`config.mk`:
```
export PLATFORM = sky130hd
export DESIGN_NAME = dm_hart_ctl
export DESIGN_NICKNAME = d
export VERILOG_FILES = /design/src/rtl/dm_hart_ctl_pkg.sv /design/src/rtl/dm_hart_slot.sv /design/src/rtl/dm_hart_ctl.sv
export SDC_FILE = /design/constraint.sdc
export NUM_CORES = 1
export LEC_CHECK = 0
export ABC_AREA = 1
export BUFFER_PORTS_ARGS = -buffer_cell sky130_fd_sc_hd__buf_2
export CAP_MARGIN = 10
export CORE_ASPECT_RATIO = 1.4
export CORE_MARGIN = 2
export CORE_UTILIZATION = 46
export CTS_CLUSTER_DIAMETER = 60
export DETAILED_ROUTE_END_ITERATION = 8
export GPL_ROUTABILITY_DRIVEN = 0
export PLACE_DENSITY = 0.8
export SYNTH_ARGS = -nofsm -noshare
export SYNTH_HDL_FRONTEND = slang
export SYNTH_SLANG_ARGS = --single-unit
```
`constraint.sdc`:
```
create_clock -name clk -period 1.6 [get_ports clk]
set_clock_uncertainty 0.1 [all_clocks]
set_input_delay 0.16 -clock clk [delete_from_list [all_inputs] [get_ports clk]]
set_output_delay 0.16 -clock clk [all_outputs]
set_load 0.1 [all_outputs]
```
`src/rtl/dm_hart_ctl_pkg.sv`:
```
// Shared types and constants for the debug-module hart controller.
package dm_hart_ctl_pkg;

    // Per-hart run state as seen by the debug module.
    typedef enum logic [1:0] {
        HART_RUNNING  = 2'd0,
        HART_HALTED   = 2'd1,
        HART_RESUMING = 2'd2
    } hart_state_e;

    // Abstract command dispatcher state.
    typedef enum logic {
        CMD_IDLE = 1'b0,
        CMD_EXEC = 1'b1
    } cmd_state_e;

    // Abstract command error codes.
    localparam logic [2:0] CMDERR_NONE       = 3'd0;
    localparam logic [2:0] CMDERR_BUSY       = 3'd1;
    localparam logic [2:0] CMDERR_EXCEPTION  = 3'd3;
    localparam logic [2:0] CMDERR_HALTRESUME = 3'd4;

    // Sticky W1C error register update: a new error code overrides the clear mask.
    function automatic logic [2:0] cmderr_next(
        input logic [2:0] cur,
        input logic       set,
        input logic [2:0] code,
        input logic [2:0] clr
    );
        logic [2:0] res;
        if (set) begin
            res = code;
        end else begin
            res = cur & ~clr;
        end
        return res;
    endfunction

endpackage

```
`src/rtl/dm_hart_slot.sv`:
```
// Per-hart bookkeeping: run state machine, halt request, resumeack and havereset.
module dm_hart_slot
    import dm_hart_ctl_pkg::*;
(
    input  logic clk,
    input  logic rst_n,
    input  logic dmactive,
    input  logic sel,
    input  logic ctl_write,
    input  logic ctl_haltreq,
    input  logic ctl_resumereq,
    input  logic ctl_ackhavereset,
    input  logic hart_halted,
    input  logic hart_reset,
    output logic halt_req,
    output logic resume_req,
    output logic is_halted,
    output logic resumeack,
    output logic havereset
);

    hart_state_e state_r;
    hart_state_e state_s;
    logic        resume_acc_s;
    logic        halt_req_r;
    logic        resumeack_r;
    logic        havereset_r;

    // Resume is only taken from a halted, selected hart and loses against a halt request.
    always_comb begin
        resume_acc_s = ctl_write & ctl_resumereq & ~ctl_haltreq & sel
                     & (state_r == HART_HALTED);
    end

    // State register; dmactive low behaves exactly like reset.
    always_ff @(posedge clk) begin
        if (!rst_n || !dmactive) begin
            state_r <= HART_RUNNING;
        end else begin
            state_r <= state_s;
        end
    end

    // Next-state logic; a halted hart may drop straight to running when it is reset.
    always_comb begin
        state_s = state_r;
        case (state_r)
            HART_RUNNING: begin
                if (hart_halted) begin
                    state_s = HART_HALTED;
                end else begin
                    state_s = HART_RUNNING;
                end
            end
            HART_HALTED: begin
                if (resume_acc_s) begin
                    state_s = HART_RESUMING;
                end else if (!hart_halted) begin
                    state_s = HART_RUNNING;
                end else begin
                    state_s = HART_HALTED;
                end
            end
            HART_RESUMING: begin
                if (!hart_halted) begin
                    state_s = HART_RUNNING;
                end else begin
                    state_s = HART_RESUMING;
                end
            end
            default: begin
                state_s = HART_RUNNING;
            end
        endcase
    end

    // State-derived outputs.
    always_comb begin
        resume_req = (state_r == HART_RESUMING);
        is_halted  = (state_r == HART_HALTED);
    end

    // Halt request, resumeack and havereset flags; a reset pulse beats an acknowledge.
    always_ff @(posedge clk) begin
        if (!rst_n || !dmactive) begin
            halt_req_r  <= 1'b0;
            resumeack_r <= 1'b0;
            havereset_r <= 1'b1;
        end else begin
            if (ctl_write && sel) begin
                halt_req_r <= ctl_haltreq;
            end else begin
                halt_req_r <= halt_req_r;
            end

            if (resume_acc_s) begin
                resumeack_r <= 1'b0;
            end else if ((state_r == HART_RESUMING) && !hart_halted) begin
                resumeack_r <= 1'b1;
            end else begin
                resumeack_r <= resumeack_r;
            end

            if (hart_reset) begin
                havereset_r <= 1'b1;
            end else if (ctl_write && ctl_ackhavereset && sel) begin
                havereset_r <= 1'b0;
            end else begin
                havereset_r <= havereset_r;
            end
        end
    end

    assign halt_req  = halt_req_r;
    assign resumeack = resumeack_r;
    assign havereset = havereset_r;

endmodule

```
`src/rtl/dm_hart_ctl.sv`:
```
// Debug-module hart controller: hart selection, dmstatus summaries, haltsum0
// and single-outstanding abstract command dispatch.
module dm_hart_ctl
    import dm_hart_ctl_pkg::*;
#(
    parameter int NHARTS     = 4,
    parameter int HARTSELLEN = 5
) (
    input  logic                  clk,
    input  logic                  rst_n,
    input  logic                  dmactive,
    input  logic [HARTSELLEN-1:0] hartsel,
    input  logic                  hasel,
    input  logic [NHARTS-1:0]     hawindow,
    input  logic                  ctl_write,
    input  logic                  ctl_haltreq,
    input  logic                  ctl_resumereq,
    input  logic                  ctl_ackhavereset,
    input  logic [NHARTS-1:0]     hart_halted,
    input  logic [NHARTS-1:0]     hart_reset,
    output logic [NHARTS-1:0]     hart_halt_req,
    output logic [NHARTS-1:0]     hart_resume_req,
    input  logic                  cmd_exec,
    input  logic [2:0]            cmderr_clr,
    output logic [NHARTS-1:0]     hart_exec,
    input  logic [NHARTS-1:0]     hart_done,
    input  logic [NHARTS-1:0]     hart_exc,
    output logic                  cmd_busy,
    output logic [2:0]            cmderr,
    output logic                  anyhalted,
    output logic                  allhalted,
    output logic                  anyrunning,
    output logic                  allrunning,
    output logic                  anyresumeack,
    output logic                  allresumeack,
    output logic                  anyhavereset,
    output logic                  allhavereset,
    output logic                  anynonexistent,
    output logic                  allnonexistent,
    output logic [31:0]           haltsum0
);

    logic [NHARTS-1:0] hartsel_oh_s;
    logic [NHARTS-1:0] sel_s;
    logic              hartsel_exists_s;
    logic              sel_any_s;
    logic [NHARTS-1:0] halted_st_s;
    logic [NHARTS-1:0] resumeack_st_s;
    logic [NHARTS-1:0] havereset_st_s;

    cmd_state_e        cmd_state_r;
    cmd_state_e        cmd_state_s;
    logic [NHARTS-1:0] target_oh_r;
    logic [NHARTS-1:0] target_oh_s;
    logic              exec_pulse_r;
    logic              exec_pulse_s;
    logic [2:0]        cmderr_r;
    logic [2:0]        cmderr_s;
    logic              tgt_halted_s;
    logic              done_s;
    logic              exc_s;
    logic              err_set_s;
    logic [2:0]        err_code_s;

    // Decode hartsel to one-hot (all zero when out of range) and merge the hart window.
    always_comb begin
        hartsel_oh_s = {NHARTS{1'b0}};
        for (int i = 0; i < NHARTS; i++) begin
            hartsel_oh_s[i] = (int'(hartsel) == i) ? 1'b1 : 1'b0;
        end
        hartsel_exists_s = (int'(hartsel) < NHARTS);
        sel_s            = hartsel_oh_s | (hawindow & {NHARTS{hasel}});
        sel_any_s        = |sel_s;
    end

    for (genvar g = 0; g < NHARTS; g++) begin : g_slot
        dm_hart_slot u_slot (
            .clk              (clk),
            .rst_n            (rst_n),
            .dmactive         (dmactive),
            .sel              (sel_s[g]),
            .ctl_write        (ctl_write),
            .ctl_haltreq      (ctl_haltreq),
            .ctl_resumereq    (ctl_resumereq),
            .ctl_ackhavereset (ctl_ackhavereset),
            .hart_halted      (hart_halted[g]),
            .hart_reset       (hart_reset[g]),
            .halt_req         (hart_halt_req[g]),
            .resume_req       (hart_resume_req[g]),
            .is_halted        (halted_st_s[g]),
            .resumeack        (resumeack_st_s[g]),
            .havereset        (havereset_st_s[g])
        );
    end

    // dmstatus summaries over the selected set; an empty set reports nothing but
    // nonexistence, and "all" is masked by a non-empty set.
    always_comb begin
        anyhalted      = |(halted_st_s & sel_s);
        allhalted      = sel_any_s & (&(halted_st_s | ~sel_s));
        anyrunning     = |(~halted_st_s & sel_s);
        allrunning     = sel_any_s & (&(~halted_st_s | ~sel_s));
        anyresumeack   = |(resumeack_st_s & sel_s);
        allresumeack   = sel_any_s & (&(resumeack_st_s | ~sel_s));
        anyhavereset   = |(havereset_st_s & sel_s);
        allhavereset   = sel_any_s & (&(havereset_st_s | ~sel_s));
        anynonexistent = ~hartsel_exists_s;
        allnonexistent = ~hartsel_exists_s & ~sel_any_s;
    end

    // haltsum0 mirrors the live halted levels, zero-filled above the last hart.
    always_comb begin
        haltsum0                 = 32'd0;
        haltsum0[NHARTS-1:0]     = hart_halted;
    end

    // Command qualifiers: the target must be halted at start; completion in the
    // exec-pulse cycle is too early to belong to this command.
    always_comb begin
        tgt_halted_s = |(hartsel_oh_s & halted_st_s);
        done_s       = (cmd_state_r == CMD_EXEC) & ~exec_pulse_r & (|(hart_done & target_oh_r));
        exc_s        = done_s & (|(hart_exc & target_oh_r));
    end

    // Abstract command state register, latched target and sticky error.
    always_ff @(posedge clk) begin
        if (!rst_n || !dmactive) begin
            cmd_state_r  <= CMD_IDLE;
            target_oh_r  <= {NHARTS{1'b0}};
            exec_pulse_r <= 1'b0;
            cmderr_r     <= CMDERR_NONE;
        end else begin
            cmd_state_r  <= cmd_state_s;
            target_oh_r  <= target_oh_s;
            exec_pulse_r <= exec_pulse_s;
            cmderr_r     <= cmderr_s;
        end
    end

    // Abstract command next state; only the first error is recorded.
    always_comb begin
        cmd_state_s  = cmd_state_r;
        target_oh_s  = target_oh_r;
        exec_pulse_s = 1'b0;
        err_set_s    = 1'b0;
        err_code_s   = CMDERR_NONE;
        case (cmd_state_r)
            CMD_IDLE: begin
                if (cmd_exec && (cmderr_r == CMDERR_NONE)) begin
                    if (tgt_halted_s) begin
                        cmd_state_s  = CMD_EXEC;
                        target_oh_s  = hartsel_oh_s;
                        exec_pulse_s = 1'b1;
                    end else begin
                        err_set_s  = 1'b1;
                        err_code_s = CMDERR_HALTRESUME;
                    end
                end else begin
                    cmd_state_s = CMD_IDLE;
                end
            end
            CMD_EXEC: begin
                if (cmd_exec && (cmderr_r == CMDERR_NONE)) begin
                    err_set_s  = 1'b1;
                    err_code_s = CMDERR_BUSY;
                end else if (exc_s && (cmderr_r == CMDERR_NONE)) begin
                    err_set_s  = 1'b1;
                    err_code_s = CMDERR_EXCEPTION;
                end else begin
                    err_set_s = 1'b0;
                end
                if (done_s) begin
                    cmd_state_s = CMD_IDLE;
                end else begin
                    cmd_state_s = CMD_EXEC;
                end
            end
            default: begin
                cmd_state_s = CMD_IDLE;
            end
        endcase
        cmderr_s = cmderr_next(cmderr_r, err_set_s, err_code_s, cmderr_clr);
    end

    // Command outputs driven from registered state only.
    always_comb begin
        cmd_busy = (cmd_state_r == CMD_EXEC);
        cmderr   = cmderr_r;
        if (exec_pulse_r) begin
            hart_exec = target_oh_r;
        end else begin
            hart_exec = {NHARTS{1'b0}};
        end
    end

endmodule

```
==> flow_summary.yaml <==
outcome:
  status: "finished, violations left"
  failed_checks: "DRC, setup timing"
timing:
  worst_slack_ns: -0.08137
  worstMarginPinSlew_ns: 0.5722
  setup_violations: 6
  final_hold_viol_count: 0
  timing.fmax_mhz: 594.8
  rsz0062_at_grt: "true"
  maxSlewHeadroom_pct: 61.81
  period_minus_slack_ns: 1.681
  maxSlewViolCount: 0
  fin_crit_sh_pct: 105.1
finish:
  drive_gt1_share_pct: 47.00
  postLayoutCellArea_um2: 2829
  areaGrowthSynthToFinish_pct: 45.78
  nets: 419
  antenna_cells: 0
  fillers: 312
floorplan:
  initial_core_util_pct: 48.68
  die-area_um2: 4762
  die_x_um: 58.90
  core.rowCount: 27
  ios: 95
  core_um2: 3986
  dieHeight_um: 80.85
place:
  placed_area_um2: 2400
  place_ws_ns: -0.03349
  hpwl_um: 3788
  port_buffers: 66
logic_synthesis:
  ys.flop_type: "dfxtp_1"
  synth_top_area_cell: "dfxtp_1"
  synth_common_cells: "62 x nand2_1, 40 x buf_4, 34 x inv_1"
  yosys.cell_count.top_type: "nand2_1"
  post_synth_num_cell_types: 29
  synth_area_leaders: "dfxtp_1 30%, buf_4 15%, nand2_1 12%"
  synth_cells: 280
  synth-seq-cells: 29
  syn_area_um2: 1941
  yosysSeqAreaShare_pct: 29.92
  synth_edf_count: 0
  synthArstFlopShare_pct: 0
  synth_area_per_cell_um2: 6.931
  synth_warnings: 0
  synth_top_area_share_pct: 29.92
global_route:
  antenna_found_initial: 0
  grt_first_pass_wirelength_um: 8211
  grt_remaining_overflow: 0
  grt_use_total_pct: 22.78
  grt_max_degree: 18
  first_global_vias: 1935
critical_path:
  timing_worst_setup_path_type: "reg2out"
  crit_path_max_fanout: 3
  critical_path_required_ns: 1.34
  cp_data_arrival_time_ns: 1.42
  start_kind: "register"
  crit_path_end_kind: "output port"
clocking:
  h-tree-depth: 2
  cts_made_buffers: 5
  cts_sinks: 29
  root_buffer: "clkbuf_8"
  cts_tree: "yes"
  clkTransAtPathRegs_ns: 0.06
  cts_buffer_depth: 2
  clock_latency_ns: 0.29
power:
  leakage_nw: 1.463
  power_density_nw_per_um2: 803.0
  p_total_w: 0.002272
  peakVddDrop_v: 0.0007613
drt:
  via_count: 2116
  vias_per_cell: 4.967
  drt_iter0_markers: 95
  routed_wl_um: 5853
  dr.pass1.iters: 6
  wire_per_inst_um: 13.74
  drcViolationCount: 10
  ant_nets: 0
job:
  max-cap-violations: 0
min_path:
  hold_class: "in2reg"
-- path summary, 6_finish.rpt --
kind,startpoint,to,slack [ns],cells past startpoint
worst max-delay path,g_slot[1].u_slot.state_r[1],anyrunning,-0.08,6
worst min-delay path,cmderr_clr[1],cmderr[1],0.008,4
worst max register to register,g_slot[0].u_slot.state_r[1],g_slot[0].u_slot.resumeack,0.04,9
worst min register to register,cmderr[1],cmderr[1],0.38,2
-- registers in the layout (all words and copies together) (netlist names) --
| register | flops |
|---|---|
| g_slot.u_slot.state_r | 8 |
| cmderr | 3 |
| g_slot.u_slot.resumeack | 4 |
| target_oh_r | 4 |
| g_slot.u_slot.halt_req | 4 |
| g_slot.u_slot.havereset | 4 |
| exec_pulse_r | 1 |
| cmd_busy | 1 |
-- cells in the final DEF (no fill, tap or decap) --
cell           instances
clkinv_2               2
o21ai_0                9
nand3_2                5
nor3_4                 2
nand3_1               12
buf_6                  1
buf_12                 9
o21ai_1                2
nor2_2                 8
clkbuf_1               1
nor2_1                21
conb_1                28
inv_4                  2
o2111ai_4              2
clkinv_4               1
nand2_1               57
nor3_1                 3
dlygate4sd3_1          4
a21oi_2                1
nand4_1                7
or3_2                  1
dfxtp_1               15
clkbuf_8               5
inv_2                 10
inv_1                 24
buf_4                 40
nand2_4                9
buf_2                 54
and2_1                 1
clkbuf_4               2
nand2_2                2
nor2_4                 5
nor3_2                 2
inv_6                  1
dfxtp_2               14
nor3b_1                1
o21ai_4                2
a21oi_1               14
o211a_1                4
-- logic make-up (layout without fill, tap and decap cells) --
family | count (synthesis) | count (layout) | share of synthesized area (%)
simple gates | 136 | 136 | 34.69
buf+inv | 80 | 156 | 23.66
compound gates | 34 | 34 | 11.54
flops | 29 | 29 | 29.92
other cells | 1 | 28 | 0.1932
-- routing by layer --
metal / vias up / wire (um) / track usage, %
met5: - / 0 / 0
met4: 0 / 226 / 12.73
met3: 21 / 373 / 4.140
met2: 96 / 3126 / 42.44
met1: 971 / 2126 / 23.11
li1: 1028 / - / -
-- worst max-delay path, cell delays in order, from the launching register on --
cell and delay, ns:
dfxtp_2 0.31, inv_2 0.07, nand2_4 0.06, nand2_1 0.12
nand4_1 0.20, buf_4 0.20, buf_12 0.16
-- layout make-up --
cell class	count	area [um^2]	area share, %
clock buffer	6	72.57	2.565
tap	43	53.80	1.902
sequential	29	598.1	21.14
clock inverter	2	10.01	0.3538
multi-input combinational	198	1120	39.58
inverter	38	157.7	5.573
timing repair buffer	110	817.0	28.88
-- repair_timing --
action                                 4_1_cts  5_1_grt
hold buffers                                 4        0
endpoints found under the hold margin        4        0
cloned                                       0        0
setup endpoints to repair                    7       10
setup buffers                               23        9
pin swaps                                    9        7
resized for setup                           20       17
-- stage by stage --
step	instances	hold slack, ns	TNS, ns	util [%]
floorplan	307	0.1589	-3.081	-
global placement	383	0.2451	-0.04184	60.20
detailed placement	383	0.2468	-0.1109	60.20
CTS	417	0.006977	-0.009416	68.08
global route	426	0.02708	-0.6478	70.97
finish	426	0.008212	-0.2554	70.97
-- power breakdown --
group	internal [W]	switching [W]	total [W]
clock network	0.000301	0.000291	0.000591
registers	0.000732	0.00000927	0.000742
logic	0.000224	0.000714	0.000939
(Power assumes the default switching activity.)
